===== src/rtl/if_id_skid_buffer_pkg.sv =====
// rtl/if_id_skid_buffer_pkg.sv - shared widths, NOP constant and state encoding for the IF/ID skid buffer
package if_id_skid_buffer_pkg;

    localparam int          IF_ID_DATA_W    = 32;
    localparam logic [31:0] IF_ID_NOP_INSTR = 32'h0000_0000;

    typedef enum logic [1:0] {
        ST_EMPTY = 2'd0,
        ST_ONE   = 2'd1,
        ST_TWO   = 2'd2
    } if_id_state_e;

endpackage


===== src/rtl/if_id_skid_buffer_if.sv =====
// rtl/if_id_skid_buffer_if.sv - fetch-side and decode-side handshake bundle for the IF/ID boundary
interface if_id_skid_buffer_if
    import if_id_skid_buffer_pkg::*;
#(
    parameter int DATA_W = IF_ID_DATA_W
);
    logic              InValid;
    logic              InReady;
    logic [DATA_W-1:0] InPCPlus4;
    logic [DATA_W-1:0] InInstruction;
    logic              Flush;
    logic              OutValid;
    logic              OutReady;
    logic [DATA_W-1:0] OutPCPlus4;
    logic [DATA_W-1:0] OutInstruction;

    modport slave (
        input  InValid, InPCPlus4, InInstruction, Flush, OutReady,
        output InReady, OutValid, OutPCPlus4, OutInstruction
    );

    modport master (
        output InValid, InPCPlus4, InInstruction, Flush, OutReady,
        input  InReady, OutValid, OutPCPlus4, OutInstruction
    );
endinterface


===== src/rtl/if_id_entry_reg.sv =====
// rtl/if_id_entry_reg.sv - one {valid, PC+4, instruction} slot with load enable and synchronous clear
module if_id_entry_reg #(
    parameter int W = 65
) (
    input  logic         clk,
    input  logic         rst,
    input  logic         clr,
    input  logic         load,
    input  logic [W-1:0] d,
    output logic [W-1:0] q
);
    // Clear wins over load so a flush can never leave a stale valid bit behind.
    always_ff @(posedge clk) begin
        if (rst || clr) begin
            q <= '0;
        end else if (load) begin
            q <= d;
        end
    end
endmodule


===== src/rtl/if_id_skid_buffer.sv =====
// rtl/if_id_skid_buffer.sv - 2-entry IF/ID skid buffer with registered back-pressure and flush
module if_id_skid_buffer
    import if_id_skid_buffer_pkg::*;
#(
    parameter int              DATA_W    = IF_ID_DATA_W,
    parameter logic [DATA_W-1:0] NOP_INSTR = DATA_W'(IF_ID_NOP_INSTR)
) (
    input logic                 Clk,
    input logic                 Reset,
    if_id_skid_buffer_if.slave  bus
);
    localparam int EW = 2 * DATA_W + 1;

    logic [EW-1:0] main_q;
    logic [EW-1:0] skid_q;
    logic [EW-1:0] main_d;
    logic [EW-1:0] in_entry;
    logic          main_v;
    logic          skid_v;
    logic          main_load;
    logic          skid_load;
    logic          main_clr;
    logic          skid_clr;
    logic          accept;
    logic          consume;
    if_id_state_e  state;
    if_id_state_e  st_next;

    assign main_v   = main_q[EW-1];
    assign skid_v   = skid_q[EW-1];
    assign in_entry = {1'b1, bus.InPCPlus4, bus.InInstruction};
    assign accept   = bus.InValid & ~skid_v;
    assign consume  = main_v & bus.OutReady;

    // The state lives in the two valid bits; this just names it.
    always_comb begin
        case ({skid_v, main_v})
            2'b00:   state = ST_EMPTY;
            2'b01:   state = ST_ONE;
            default: state = ST_TWO;
        endcase
    end

    always_comb begin
        st_next   = state;
        main_load = 1'b0;
        skid_load = 1'b0;
        main_d    = in_entry;
        if (bus.Flush) begin
            st_next = ST_EMPTY;
        end else begin
            case (state)
                ST_EMPTY: begin
                    if (accept) begin
                        main_load = 1'b1;
                        st_next   = ST_ONE;
                    end
                end
                ST_ONE: begin
                    if (accept && consume) begin
                        main_load = 1'b1;
                    end else if (accept) begin
                        skid_load = 1'b1;
                        st_next   = ST_TWO;
                    end else if (consume) begin
                        st_next = ST_EMPTY;
                    end
                end
                ST_TWO: begin
                    if (consume) begin
                        main_load = 1'b1;
                        main_d    = skid_q;
                        st_next   = ST_ONE;
                    end
                end
                default: st_next = ST_EMPTY;
            endcase
        end
    end

    // Slots that are not occupied in the next state are zeroed.
    assign main_clr = (st_next == ST_EMPTY);
    assign skid_clr = (st_next != ST_TWO);

    if_id_entry_reg #(.W(EW)) u_main (
        .clk  (Clk),
        .rst  (Reset),
        .clr  (main_clr),
        .load (main_load),
        .d    (main_d),
        .q    (main_q)
    );

    if_id_entry_reg #(.W(EW)) u_skid (
        .clk  (Clk),
        .rst  (Reset),
        .clr  (skid_clr),
        .load (skid_load),
        .d    (in_entry),
        .q    (skid_q)
    );

    assign bus.InReady        = ~skid_v;
    assign bus.OutValid       = main_v;
    assign bus.OutPCPlus4     = main_v ? main_q[EW-2 -: DATA_W] : '0;
    assign bus.OutInstruction = main_v ? main_q[DATA_W-1:0] : NOP_INSTR;
endmodule


===== src/flat_wrapper.sv =====
// flat-port wrapper written by rule: the top's interface ports become plain ports
module if_id_skid_buffer_flat import if_id_skid_buffer_pkg::*;
#(
    parameter int              DATA_W    = IF_ID_DATA_W,
    parameter logic [DATA_W-1:0] NOP_INSTR = DATA_W'(IF_ID_NOP_INSTR)
)
  (Clk, Reset, bus_InValid, bus_InPCPlus4, bus_InInstruction, bus_Flush, bus_OutReady, bus_InReady, bus_OutValid, bus_OutPCPlus4, bus_OutInstruction);
  if_id_skid_buffer_if #(.DATA_W(DATA_W)) bus_i ();
  input logic Clk;
  input logic Reset;
  input wire logic [$bits(bus_i.InValid)-1:0] bus_InValid;
  input wire logic [$bits(bus_i.InPCPlus4)-1:0] bus_InPCPlus4;
  input wire logic [$bits(bus_i.InInstruction)-1:0] bus_InInstruction;
  input wire logic [$bits(bus_i.Flush)-1:0] bus_Flush;
  input wire logic [$bits(bus_i.OutReady)-1:0] bus_OutReady;
  output wire logic [$bits(bus_i.InReady)-1:0] bus_InReady;
  output wire logic [$bits(bus_i.OutValid)-1:0] bus_OutValid;
  output wire logic [$bits(bus_i.OutPCPlus4)-1:0] bus_OutPCPlus4;
  output wire logic [$bits(bus_i.OutInstruction)-1:0] bus_OutInstruction;
  assign bus_i.InValid = bus_InValid;
  assign bus_i.InPCPlus4 = bus_InPCPlus4;
  assign bus_i.InInstruction = bus_InInstruction;
  assign bus_i.Flush = bus_Flush;
  assign bus_i.OutReady = bus_OutReady;
  assign bus_InReady = bus_i.InReady;
  assign bus_OutValid = bus_i.OutValid;
  assign bus_OutPCPlus4 = bus_i.OutPCPlus4;
  assign bus_OutInstruction = bus_i.OutInstruction;
  if_id_skid_buffer #(.DATA_W(DATA_W), .NOP_INSTR(NOP_INSTR)) u_core (.Clk(Clk), .Reset(Reset), .bus(bus_i));
endmodule

===== config.mk =====
export PLATFORM = sky130hd
export DESIGN_NAME = if_id_skid_buffer_flat
export DESIGN_NICKNAME = d
export VERILOG_FILES = /design/src/rtl/if_id_skid_buffer_pkg.sv /design/src/rtl/if_id_skid_buffer_if.sv /design/src/rtl/if_id_entry_reg.sv /design/src/rtl/if_id_skid_buffer.sv /design/src/flat_wrapper.sv
export SDC_FILE = /design/constraint.sdc
export NUM_CORES = 1
export LEC_CHECK = 0
export ABC_CLOCK_PERIOD_IN_PS = 1700
export BUFFER_PORTS_ARGS = -buffer_cell sky130_fd_sc_hd__buf_2
export CORE_UTILIZATION = 35
export DETAILED_ROUTE_END_ITERATION = 16
export SLEW_MARGIN = 5
export SYNTH_ARGS = -nofsm -noshare
export SYNTH_HDL_FRONTEND = slang
export SYNTH_SLANG_ARGS = --single-unit
export TNS_END_PERCENT = 10

===== constraint.sdc =====
create_clock -name Clk -period 1.7 [get_ports Clk]
set_input_delay 0.255 -clock Clk [delete_from_list [all_inputs] [get_ports Clk]]
set_output_delay 0.255 -clock Clk [all_outputs]
set_load 0.1 [all_outputs]

==> impl_metrics.env <==
export IMPL_status="finished, final reports clean"
export IMPL_cts_root_buf="clkbuf_16"
export IMPL_syn_inst=686
export IMPL_critPathMaxFanout=19
export IMPL_syn_nets=755
export IMPL_nNetsFinal=849
export IMPL_syn_avg_cell_area_um2=9.763
export IMPL_tightest_slew_ps=482.7
export IMPL_first_pass_iters=5
export IMPL_period_needed_ps=1641
export IMPL_critical_path_buf_inv_count=2
export IMPL_hold_viol_final=0
export IMPL_layout_commonest_cell="dfxtp_1"
export IMPL_ioPinCount=135
export IMPL_synthDistinctLibCells=29
export IMPL_start_util_pct=35.81
export IMPL_finalNonFillerCells=1027
export IMPL_clk_pin_slew_ps=50
export IMPL_rsz0062_at_grt="no"
export IMPL_worstPathRequired_ps=1440
export IMPL_crit_path_start_kind="flip-flop"
export IMPL_dp_hpwl_mm=12.21
export IMPL_path_class="flip-flop to output port"
export IMPL_fp_dieArea_um2=19690
export IMPL_die_y_um=140.3
export IMPL_grt_max_degree=54
export IMPL_hold_class="input port to flip-flop"
export IMPL_final_cell_mix="dfxtp_1, buf_12, buf_2, a21oi_1"
export IMPL_leakage_nw=3.520
export IMPL_worstPathCellList="buf_8 -> and2_2 -> buf_12"
export IMPL_gp_congestion=0.7281
export IMPL_drt_iter0_drc=407
export IMPL_setup_worst_path_end_class="output port"
export IMPL_viasPerCell=5.648
export IMPL_numCtsBuffers=17
export IMPL_clk_latency_ps=410
export IMPL_max_stage_delay_ps=410
export IMPL_layout_drive_gt1_share_pct=41.49
export IMPL_drv_slew=0
export IMPL_num_rows=50
export IMPL_timing_critical_path_arrival_ps=1390
export IMPL_relSlewSlack_pct=68.04
export IMPL_cts_tree="yes"
export IMPL_die_w_um=140.3
export IMPL_core_um2=18710
export IMPL_yosysTopAreaCell="dfxtp_1"
export IMPL_wl_per_cell_um=18.55
export IMPL_synth_seq_area_share_pct=38.86
export IMPL_fin_area_um2=9121
export IMPL_synthArstFlopShare_pct=0
export IMPL_synthTopCellsByArea="dfxtp_1, a211oi_2, mux2i_1"
export IMPL_powerDensity_nw_per_um2=753.9
export IMPL_placed_area_um2=8577
export IMPL_drc=0
export IMPL_fin_skew_ps=4.231
export IMPL_via_count=5801
export IMPL_grt_pass1_vias=5603
export IMPL_io_buffer_count=134
export IMPL_ir_drop_mv=0.6934
export IMPL_critPathTopFamily="flip-flops"
export IMPL_synth_ff_type="dfxtp_1"
export IMPL_globalRouteTotalUtil_pct=19.83
export IMPL_synth_area_um2=6698
export IMPL_dp_cells=993
export IMPL_timing_max_cap_violations=0
export IMPL_synth_edf_count=0
export IMPL_drt_wl_total_mm=19.05
export IMPL_yosysTopAreaCellShare_pct=38.86
export IMPL_n_antenna_cell=0
export IMPL_cts_sinks=130
export IMPL_hold_buffers=0
export IMPL_area_growth_pct=36.19
export IMPL_report_final_setup_viol=0
export IMPL_synth_seq_cells=130
export IMPL_fmax_mhz=609.6
export IMPL_clock_path_buffers=2
export IMPL_grt_antenna_before_repair=0
export IMPL_crit_slowest_cell="dfxtp_4"
export IMPL_grt_ovfl_total=0
export IMPL_htreeDepth=4
export IMPL_grt_pass1_wl_mm=31.00
export IMPL_period_share_pct=96.50
export IMPL_yosysWarnings=0
export IMPL_postRouteAntennaNets=0
path summary, 6_finish.rpt:
check,start,to,slack [ps],cells past startpoint
setup / recovery,u_core.u_main.q[64],bus_OutInstruction[4],60,3
hold / removal,bus_InInstruction[19],u_core.u_skid.q[19],100,3
setup reg to reg,u_core.u_main.q[64],u_core.u_main.q[63],150,5
hold reg to reg,u_core.u_skid.q[9],u_core.u_skid.q[9],470,2
metrics by stage:
step | setup TNS [ps] | hold WS [ps] | power (mW) | setup slack, ps | util (%)
floorplan | -4498 | 400.0 | 3.539 | -112.5 | -
global placement | 0 | 459.0 | 3.776 | 101.6 | 45.85
detailed placement | 0 | 466.0 | 3.777 | 92.35 | 45.85
CTS | -326.2 | 86.70 | 6.932 | -39.37 | 48.66
global route | 0 | 96.19 | 7.119 | 2.104 | 48.76
finish | 0 | 103.8 | 6.877 | 59.48 | 48.76
worst reg2reg max path: stages, from the launching register on:
cell	delay (ps)
dfxtp_4	410
buf_6	180
nand2b_2	120
a211o_4	370
buf_12	190
a211oi_2	210
state kept, by name, summed over array words and instances, names as in the netlist:
name,flops
u_core.u_skid.q,65
u_core.u_main.q,65
metal layers:
layer  GRT usage [%]  vias to the layer above  routed length [µm]
met5               0                        -                   0
met4           6.189                        0                 278
met3           4.103                       23                 915
met2           32.13                      158                9271
met1           26.34                     2849                8587
li1                -                     2771                   -
area by class of cell:
class | instances | area [µm²]
multi-input combinational | 461 | 3635
sequential | 130 | 2608
tap | 234 | 292.8
fill | 1731 | 9584
clock inverter | 7 | 35.03
clock buffer | 25 | 465.4
timing repair buffer | 167 | 2072
inverter | 3 | 13.76
power by group:
part | leakage [nW] | total [mW] | switching, mW | internal [mW]
clock network | 0.252 | 3.16 | 1.28 | 1.88
logic | 2.22 | 0.621 | 0.385 | 0.235
registers | 1.05 | 3.10 | 0.0182 | 3.08
total | 3.52 | 6.88 | 1.68 | 5.19
cell families (layout without fill, tap and decap cells):
family	Yosys count	in the layout	synth area share, %
simple gates	137	137	11.96
buf+inv	95	202	9.564
mux	64	64	9.565
flops	130	130	38.86
compound gates	260	260	30.06
repair_timing:
action,in CTS,in global routing
hold endpoints to repair,0,0
endpoints found under the setup margin,54,84
resized for setup,5,3
setup buffers,1,1
pin swaps,0,0
cells in the mapped netlist (2+ instances only):
| library cell | number |
|---|---|
| mux2i_1 | 64 |
| buf_2 | 36 |
| nand3_1 | 64 |
| buf_12 | 7 |
| a211oi_2 | 60 |
| a41oi_1 | 64 |
| o21ai_0 | 63 |
| clkbuf_1 | 27 |
| nand2b_1 | 2 |
| buf_6 | 12 |
| a211oi_1 | 4 |
| buf_4 | 9 |
| nor2_1 | 2 |
| dfxtp_1 | 130 |
| a21oi_1 | 65 |
| and2_1 | 64 |
Power figures use the tool's default switching activity.
